--- config.mk ---
export PLATFORM = sky130hd
export DESIGN_NAME = score_argmax_scheduler
export DESIGN_NICKNAME = d
export VERILOG_FILES = /design/src/rtl/score_argmax_scheduler.sv
export SDC_FILE = /design/constraint.sdc
export NUM_CORES = 1
export LEC_CHECK = 0
export ABC_AREA = 0
export BUFFER_PORTS_ARGS = -buffer_cell sky130_fd_sc_hd__buf_2
export CAP_MARGIN = 20
export CORE_ASPECT_RATIO = 0.75
export CORE_MARGIN = 1
export CORE_UTILIZATION = 30
export CTS_CLUSTER_SIZE = 10
export DETAILED_ROUTE_END_ITERATION = 10
export PLACE_DENSITY = 0.5
export SLEW_MARGIN = 40
export SYNTH_ARGS = -nofsm -noshare
export SYNTH_HDL_FRONTEND = slang
export SYNTH_SLANG_ARGS = --single-unit
--- constraint.sdc ---
create_clock -name clk -period 5.5 [get_ports clk]
set_clock_uncertainty 0.2 [all_clocks]
set_input_delay 0.825 -clock clk [delete_from_list [all_inputs] [get_ports clk]]
set_output_delay 0.825 -clock clk [all_outputs]
set_load 0.1 [all_outputs]
--- src/rtl/score_argmax_scheduler.sv ---
// score_argmax_scheduler
// Shares one pipelined scoring datapath across all classes. It issues one class
// index per cycle, follows the returning scores with a tag pipeline, and keeps a
// running argmax. The result is held on a valid/ready port until it is accepted.
// Ports:
//   clk, rst              clock, asynchronous active-high reset
//   start                 one-cycle inference request (idle, or HOLD back-to-back)
//   cls_sel/cls_sel_valid class index issued to the counter-bank mux
//   score                 biased unsigned score returned LATENCY cycles after issue
//   busy                  sequence in progress or result pending
//   pred/pred_score       argmax class and its score
//   pred_valid/pred_ready result handshake
module score_argmax_scheduler #(
  parameter int unsigned NUM_CLASSES = 10,
  parameter int unsigned LATENCY     = 2,
  parameter int unsigned CLS_W       = 4
) (
  input  logic             clk,
  input  logic             rst,
  input  logic             start,
  output logic [CLS_W-1:0] cls_sel,
  output logic             cls_sel_valid,
  input  logic [7:0]       score,
  output logic             busy,
  output logic [CLS_W-1:0] pred,
  output logic [7:0]       pred_score,
  output logic             pred_valid,
  input  logic             pred_ready
);

  localparam logic [CLS_W-1:0] LAST_CLS = CLS_W'(NUM_CLASSES - 1);

  typedef enum logic [1:0] {S_IDLE, S_ISSUE, S_DRAIN, S_HOLD} state_t;

  state_t           r_state;
  logic [CLS_W-1:0] r_cls_sel;
  logic             r_cls_sel_valid;
  logic             r_busy;
  logic [CLS_W-1:0] r_best_idx;
  logic [7:0]       r_best_score;
  logic             r_pred_valid;

  // Tag pipeline: stage LATENCY-1 names the class that 'score' belongs to.
  logic             r_tag_vld [LATENCY];
  logic [CLS_W-1:0] r_tag_idx [LATENCY];

  logic             w_ret_vld;
  logic [CLS_W-1:0] w_ret_idx;
  logic             w_take;

  assign w_ret_vld = r_tag_vld[LATENCY-1];
  assign w_ret_idx = r_tag_idx[LATENCY-1];
  // Class 0 seeds the argmax; later classes need a strictly larger score so ties keep the lower index.
  assign w_take    = w_ret_vld && ((w_ret_idx == '0) || (score > r_best_score));

  // Tag stage 0 captures the live issue.
  always_ff @(posedge clk or posedge rst) begin
    if (rst) begin
      r_tag_vld[0] <= 1'b0;
      r_tag_idx[0] <= '0;
    end else begin
      r_tag_vld[0] <= r_cls_sel_valid;
      r_tag_idx[0] <= r_cls_sel;
    end
  end

  // Remaining tag stages shift toward the output.
  for (genvar g = 1; g < LATENCY; g++) begin : g_tag
    always_ff @(posedge clk or posedge rst) begin
      if (rst) begin
        r_tag_vld[g] <= 1'b0;
        r_tag_idx[g] <= '0;
      end else begin
        r_tag_vld[g] <= r_tag_vld[g-1];
        r_tag_idx[g] <= r_tag_idx[g-1];
      end
    end
  end

  // Sequencer FSM with registered outputs and argmax tracking.
  always_ff @(posedge clk or posedge rst) begin
    if (rst) begin
      r_state         <= S_IDLE;
      r_cls_sel       <= '0;
      r_cls_sel_valid <= 1'b0;
      r_busy          <= 1'b0;
      r_best_idx      <= '0;
      r_best_score    <= '0;
      r_pred_valid    <= 1'b0;
    end else begin
      if (w_take) begin
        r_best_idx   <= w_ret_idx;
        r_best_score <= score;
      end

      case (r_state)
        S_IDLE: begin
          if (start) begin
            r_state         <= S_ISSUE;
            r_cls_sel       <= '0;
            r_cls_sel_valid <= 1'b1;
            r_busy          <= 1'b1;
          end
        end
        S_ISSUE: begin
          if (r_cls_sel == LAST_CLS) begin
            r_state         <= S_DRAIN;
            r_cls_sel       <= '0;
            r_cls_sel_valid <= 1'b0;
          end else begin
            r_cls_sel <= CLS_W'(r_cls_sel + 1'b1);
          end
        end
        S_DRAIN: begin
          // The last class's score is compared on this same edge.
          if (w_ret_vld && (w_ret_idx == LAST_CLS)) begin
            r_state      <= S_HOLD;
            r_pred_valid <= 1'b1;
          end
        end
        S_HOLD: begin
          if (pred_ready) begin
            r_pred_valid <= 1'b0;
            if (start) begin
              // Back-to-back: first issue right after the handshake edge.
              r_state         <= S_ISSUE;
              r_cls_sel       <= '0;
              r_cls_sel_valid <= 1'b1;
            end else begin
              r_state <= S_IDLE;
              r_busy  <= 1'b0;
            end
          end
        end
        default: begin
          r_state         <= S_IDLE;
          r_cls_sel_valid <= 1'b0;
          r_busy          <= 1'b0;
          r_pred_valid    <= 1'b0;
        end
      endcase
    end
  end

  assign cls_sel       = r_cls_sel;
  assign cls_sel_valid = r_cls_sel_valid;
  assign busy          = r_busy;
  assign pred          = r_best_idx;
  assign pred_score    = r_best_score;
  assign pred_valid    = r_pred_valid;

endmodule

* Word level (Yosys, flattened, before mapping)
Cells that the tools add are included.
W data, S select, Z words.
** Word-level totals
- Register bits after elaboration :: 31
- Output and inout bits :: 19
- Bits of input ports :: 12
** Cells by class
- Equality and inequality tests :: 10
- Order comparisons :: 1
- Add/sub/neg operators :: 1
- Multiplexer cells :: 21
- Reduce and logical (&&, ||, !) cells :: 13
** Operators by type and width (count)
- $mux W4 :: 3
- $pmux W4 S3 :: 1
- $ne A2 B2 Y1 const B :: 5
- $mux W1 :: 9
- $eq A4 B4 Y1 const B :: 2
- $gt A8 B8 Y1 :: 1
- $mux W2 :: 4
- $pmux W2 S4 :: 1
- $reduce_and A4 Y1 :: 2
- $reduce_and A3 Y1 :: 2
- $add A4 B1 Y4 const B :: 1
- $eq A2 B2 Y1 const B :: 2
- $logic_not A4 Y1 :: 1
- $pmux W1 S2 :: 2
- $reduce_bool A2 Y1 :: 2
- $pmux W1 S3 :: 1
- $reduce_bool A3 Y1 :: 1
- $eq A2 B1 Y1 const B :: 1
- $logic_and A1 B1 Y1 :: 2
- $logic_not A2 Y1 :: 1
- $reduce_and A2 Y1 :: 1
- $logic_or A1 B1 Y1 :: 1

* Longest topological paths before layout
- Depth after elaboration :: 4
- Gate-level depth with buffers :: 8

* Worst setup path after synthesis
Ideal clock, no wire load.
- Path kind :: register to register
- From :: register r_best_score[3], in the netlist pred_score[3]
- To :: register r_best_score[0], in the netlist pred_score[0]
- Clock period less this slack :: 2.816 ns
- Cell stages (with the launch flop) :: 9
- Arrival time :: 2.491 ns
- Slack :: 2.684 ns
- Data required time :: 5.174 ns
- Cells stage by stage :: dfrtp_1 inv_1 ha_1 nand4_1 or2_1 and3_1 a31o_1 buf_6 a221o_1
** On the way
- Word-level cells in the longest chain between the ends :: 3
** Ends and longest elaborated chain
- start: declaration :: line 40 : logic [7:0] r_best_score;
- start signal: assignment :: line 93 : r_best_score <= score;
- $gt A8 B8 Y1 :: line 54 : assign w_take = w_ret_vld && ((w_ret_idx == '0) || (score > r_best_score));
- $logic_or A1 B1 Y1 :: line 54
- $logic_and A1 B1 Y1 :: line 54
No other way between the ends.
A chain may end at the register's enable or synchronous reset.

* Final worst setup path
- From :: input port score[7]
- To :: register r_best_score[5], in the netlist pred_score[5]
** On the way
- Word-level cells in the longest chain between the ends :: 3
** Ends and longest elaborated chain
- start: declaration :: line 23 : input logic [7:0] score,
- $gt A8 B8 Y1 :: line 54
- $logic_or A1 B1 Y1 :: line 54
- $logic_and A1 B1 Y1 :: line 54
No other way between the ends.

==> impl_metrics.csv <==
group,metric,value,unit
placed_design,dpl.hpwl,2407,um
layout,fin_area,1862,sq um
synth,yosys.area.top_type_share,0.4984,
placed_design,pre_cts_slack,2630,ps
floorplan,rows,22,
floorplan,dieArea,5483,sq um
placed_design,gp_congestion,0.8124,
global_routing,grt-ovfl-total,0,
synth,yosysMostFrequentCell,"dfrtp_1",
global_routing,first_global_vias,1137,
clock_network,cts_buffers,5,
global_routing,grt_usage,0.1320,
timing,fmax,389.0,MHz
synth,synth_area_leader_cell,"dfrtp_1",
synth,synthCells,139,
route,final_antenna_net_count,0,
timing,fin_crit,2571,ps
clock_network,cts_hold_buf,0,
route,drc,0,
synth,synthTopCellsByCount,"dfrtp_1, ha_1, inv_1",
floorplan,ios,31,
power_and_ir_drop,power_leakage,0.9240,nW
layout,syn2layout_area_growth,19.61,%
clock_network,post_cts_buffers,0,
route,viasPerCell,5.196,
power_and_ir_drop,fin_total_pwr,0.0004253,W
synth,synthesis.area,1556,sq um
timing,rsz0062_at_grt,"no",
timing,slew_headroom,0.5801,
timing,hold_violations,0,
timing,setup_ws,2929,ps
clock_network,clk_path_buf_depth,2,
power_and_ir_drop,peakVddDrop,0.09522,mV
route,drt_iter0_drc,62,
layout,drive_gt1_frac,0.2743,
synth,ys_async_sr_fraction,1.000,
floorplan,die_y,64.38,um
floorplan,initial_core_util,0.3159,
route,dr.pass1.iters,4,
synth,ys.flop_type,"dfrtp_1",
synth,synthTopCellsByArea,"dfrtp_1, ha_1, a22o_1",
clock_network,cts_resized,0,
clock_network,cts.sink_count,31,
clock_network,path_clk_slew,60,ps
floorplan,fp.dieW,85.17,um
critical_path,worstPathArrival,2580,ps
synth,yosysWarnings,0,
clock_network,htree_levels,2,
critical_path,crit_fanout,8,
clock_network,clock-root-buffer,"clkbuf_8",
critical_path,crit_required,5510,ps
flow_run,cap_violations,0,
synth,syn_nets,167,
route,wl,3324,um
timing,fin_tns_setup,0,ps
placed_design,placed_cell_area,1774,sq um
timing,period_share,0.4674,
timing,slew_viol_final,0,
global_routing,grt_first_pass_wirelength,5478,um
clock_network,tritoncts,"done",
global_routing,grt_antenna_before_repair,0,
timing,setup_viol,0,
placed_design,io_buffers,30,
synth,ys_seq_elements,31,
synth,avgSynthCellArea,11.20,sq um
critical_path,start_kind,"primary input",
clock_network,clkLatencyLatePin,270,ps
synth,ys_seq_area_frac,0.4984,
critical_path,end_kind,"flip-flop",
floorplan,design.core.area,4927,sq um
layout,fin_nets,203,
global_routing,grt_max_degree,32,
power_and_ir_drop,power.density,228.4,nW/um^2
route,routedWlPerCell,14.14,um
route,vias,1221,
critical_path,worstSetupPathType,"in2reg",
run_status,status,"finished clean",
synth,ys_types,32,
layout,num_antenna_cells,0,
timing,worst_pin_slew,627.6,ps
worst_hold_path,hp-class,"reg2reg",
synth,synth_edf_count,0,
## through the flow
stage	utilization	cells	hold WS [ps]
final	0.3779	235	152.4
after global routing	0.3779	235	160.4
after CTS	0.3779	235	156.0
after detailed placement	0.3601	228	135.6
after global placement	0.3601	228	136.4
after floorplan	-	139	131.2
## cells in the final DEF, fill, tap and decap left out, drive strengths merged, types with 2 or more instances in the layout
cell type / n
clkbuf: 6
o211ai: 2
and2: 2
o21bai: 2
buf: 31
a21oi: 9
nand3: 2
dfrtp: 31
nor2b: 2
a221o: 8
a31oi: 2
nand2: 8
o21ai: 10
nand4: 2
ha: 16
a22o: 12
inv: 15
nand2b: 2
or2: 3
## critical path, cell delays in order
cell and delay (ps):
buf_2 120, ha_1 330, a21oi_1 130, o21ai_0 120, or2_2 300, nor2_1 490, a221o_1 260
## power breakdown
part           internal [W]  switching (W)
sequential         0.000228              0
clock             0.0000980      0.0000806
combinational    0.00000674      0.0000119
total              0.000333      0.0000925
## final timing paths
kind                               start       endpoint  slack, ps  cells past startpoint
min in group asynchronous            rst  pred_score[7]        420                      3
max in group asynchronous            rst        pred[1]       4390                      3
min                         r_tag_idx[4]   w_ret_idx[0]        150                      0
min reg2reg                 r_tag_idx[4]   w_ret_idx[0]        150                      0
max                             score[7]  pred_score[5]       2930                      7
max reg2reg                pred_score[7]  pred_score[6]       3140                      7
## cells by family (layout without fill, tap and decap cells)
kind of cell,Yosys count,count (layout),synth area share
AO/OA/AOI/OAI,49,49,0.2363
flip-flops,31,31,0.4984
AND/OR/NAND/NOR,25,25,0.08360
multiplexers,1,1,0.007234
buffers and inverters,17,53,0.04581
adder cells (fa/ha/maj),16,16,0.1286
## registers in the layout (all words and copies together) (netlist names)
register,flops
r_tag_idx,4
w_ret_idx,4
w_ret_vld,1
r_state,2
pred_valid,1
pred,4
cls_sel,4
r_tag_vld,1
pred_score,8
cls_sel_valid,1
busy,1
## final cells by class
class | instances | area (sq um)
clock buffer | 6 | 82.58
fill | 493 | 3065
timing repair buffer | 31 | 157.7
sequential | 31 | 775.7
tap | 60 | 75.07
clock inverter | 1 | 5.005
multi-input combinational | 91 | 709.4
inverter | 15 | 56.30
## layer usage
layer / up-vias / part of all wire / GRT usage
li1: 584 / - / -
met1: 604 / 0.51 / 0.1796
met2: 31 / 0.42 / 0.1915
met3: 2 / 0.063 / 0.04522
met4: 0 / 0.0072 / 0.05085
met5: - / 0 / 0
Note: power is estimated with default switching activity, not from simulation.
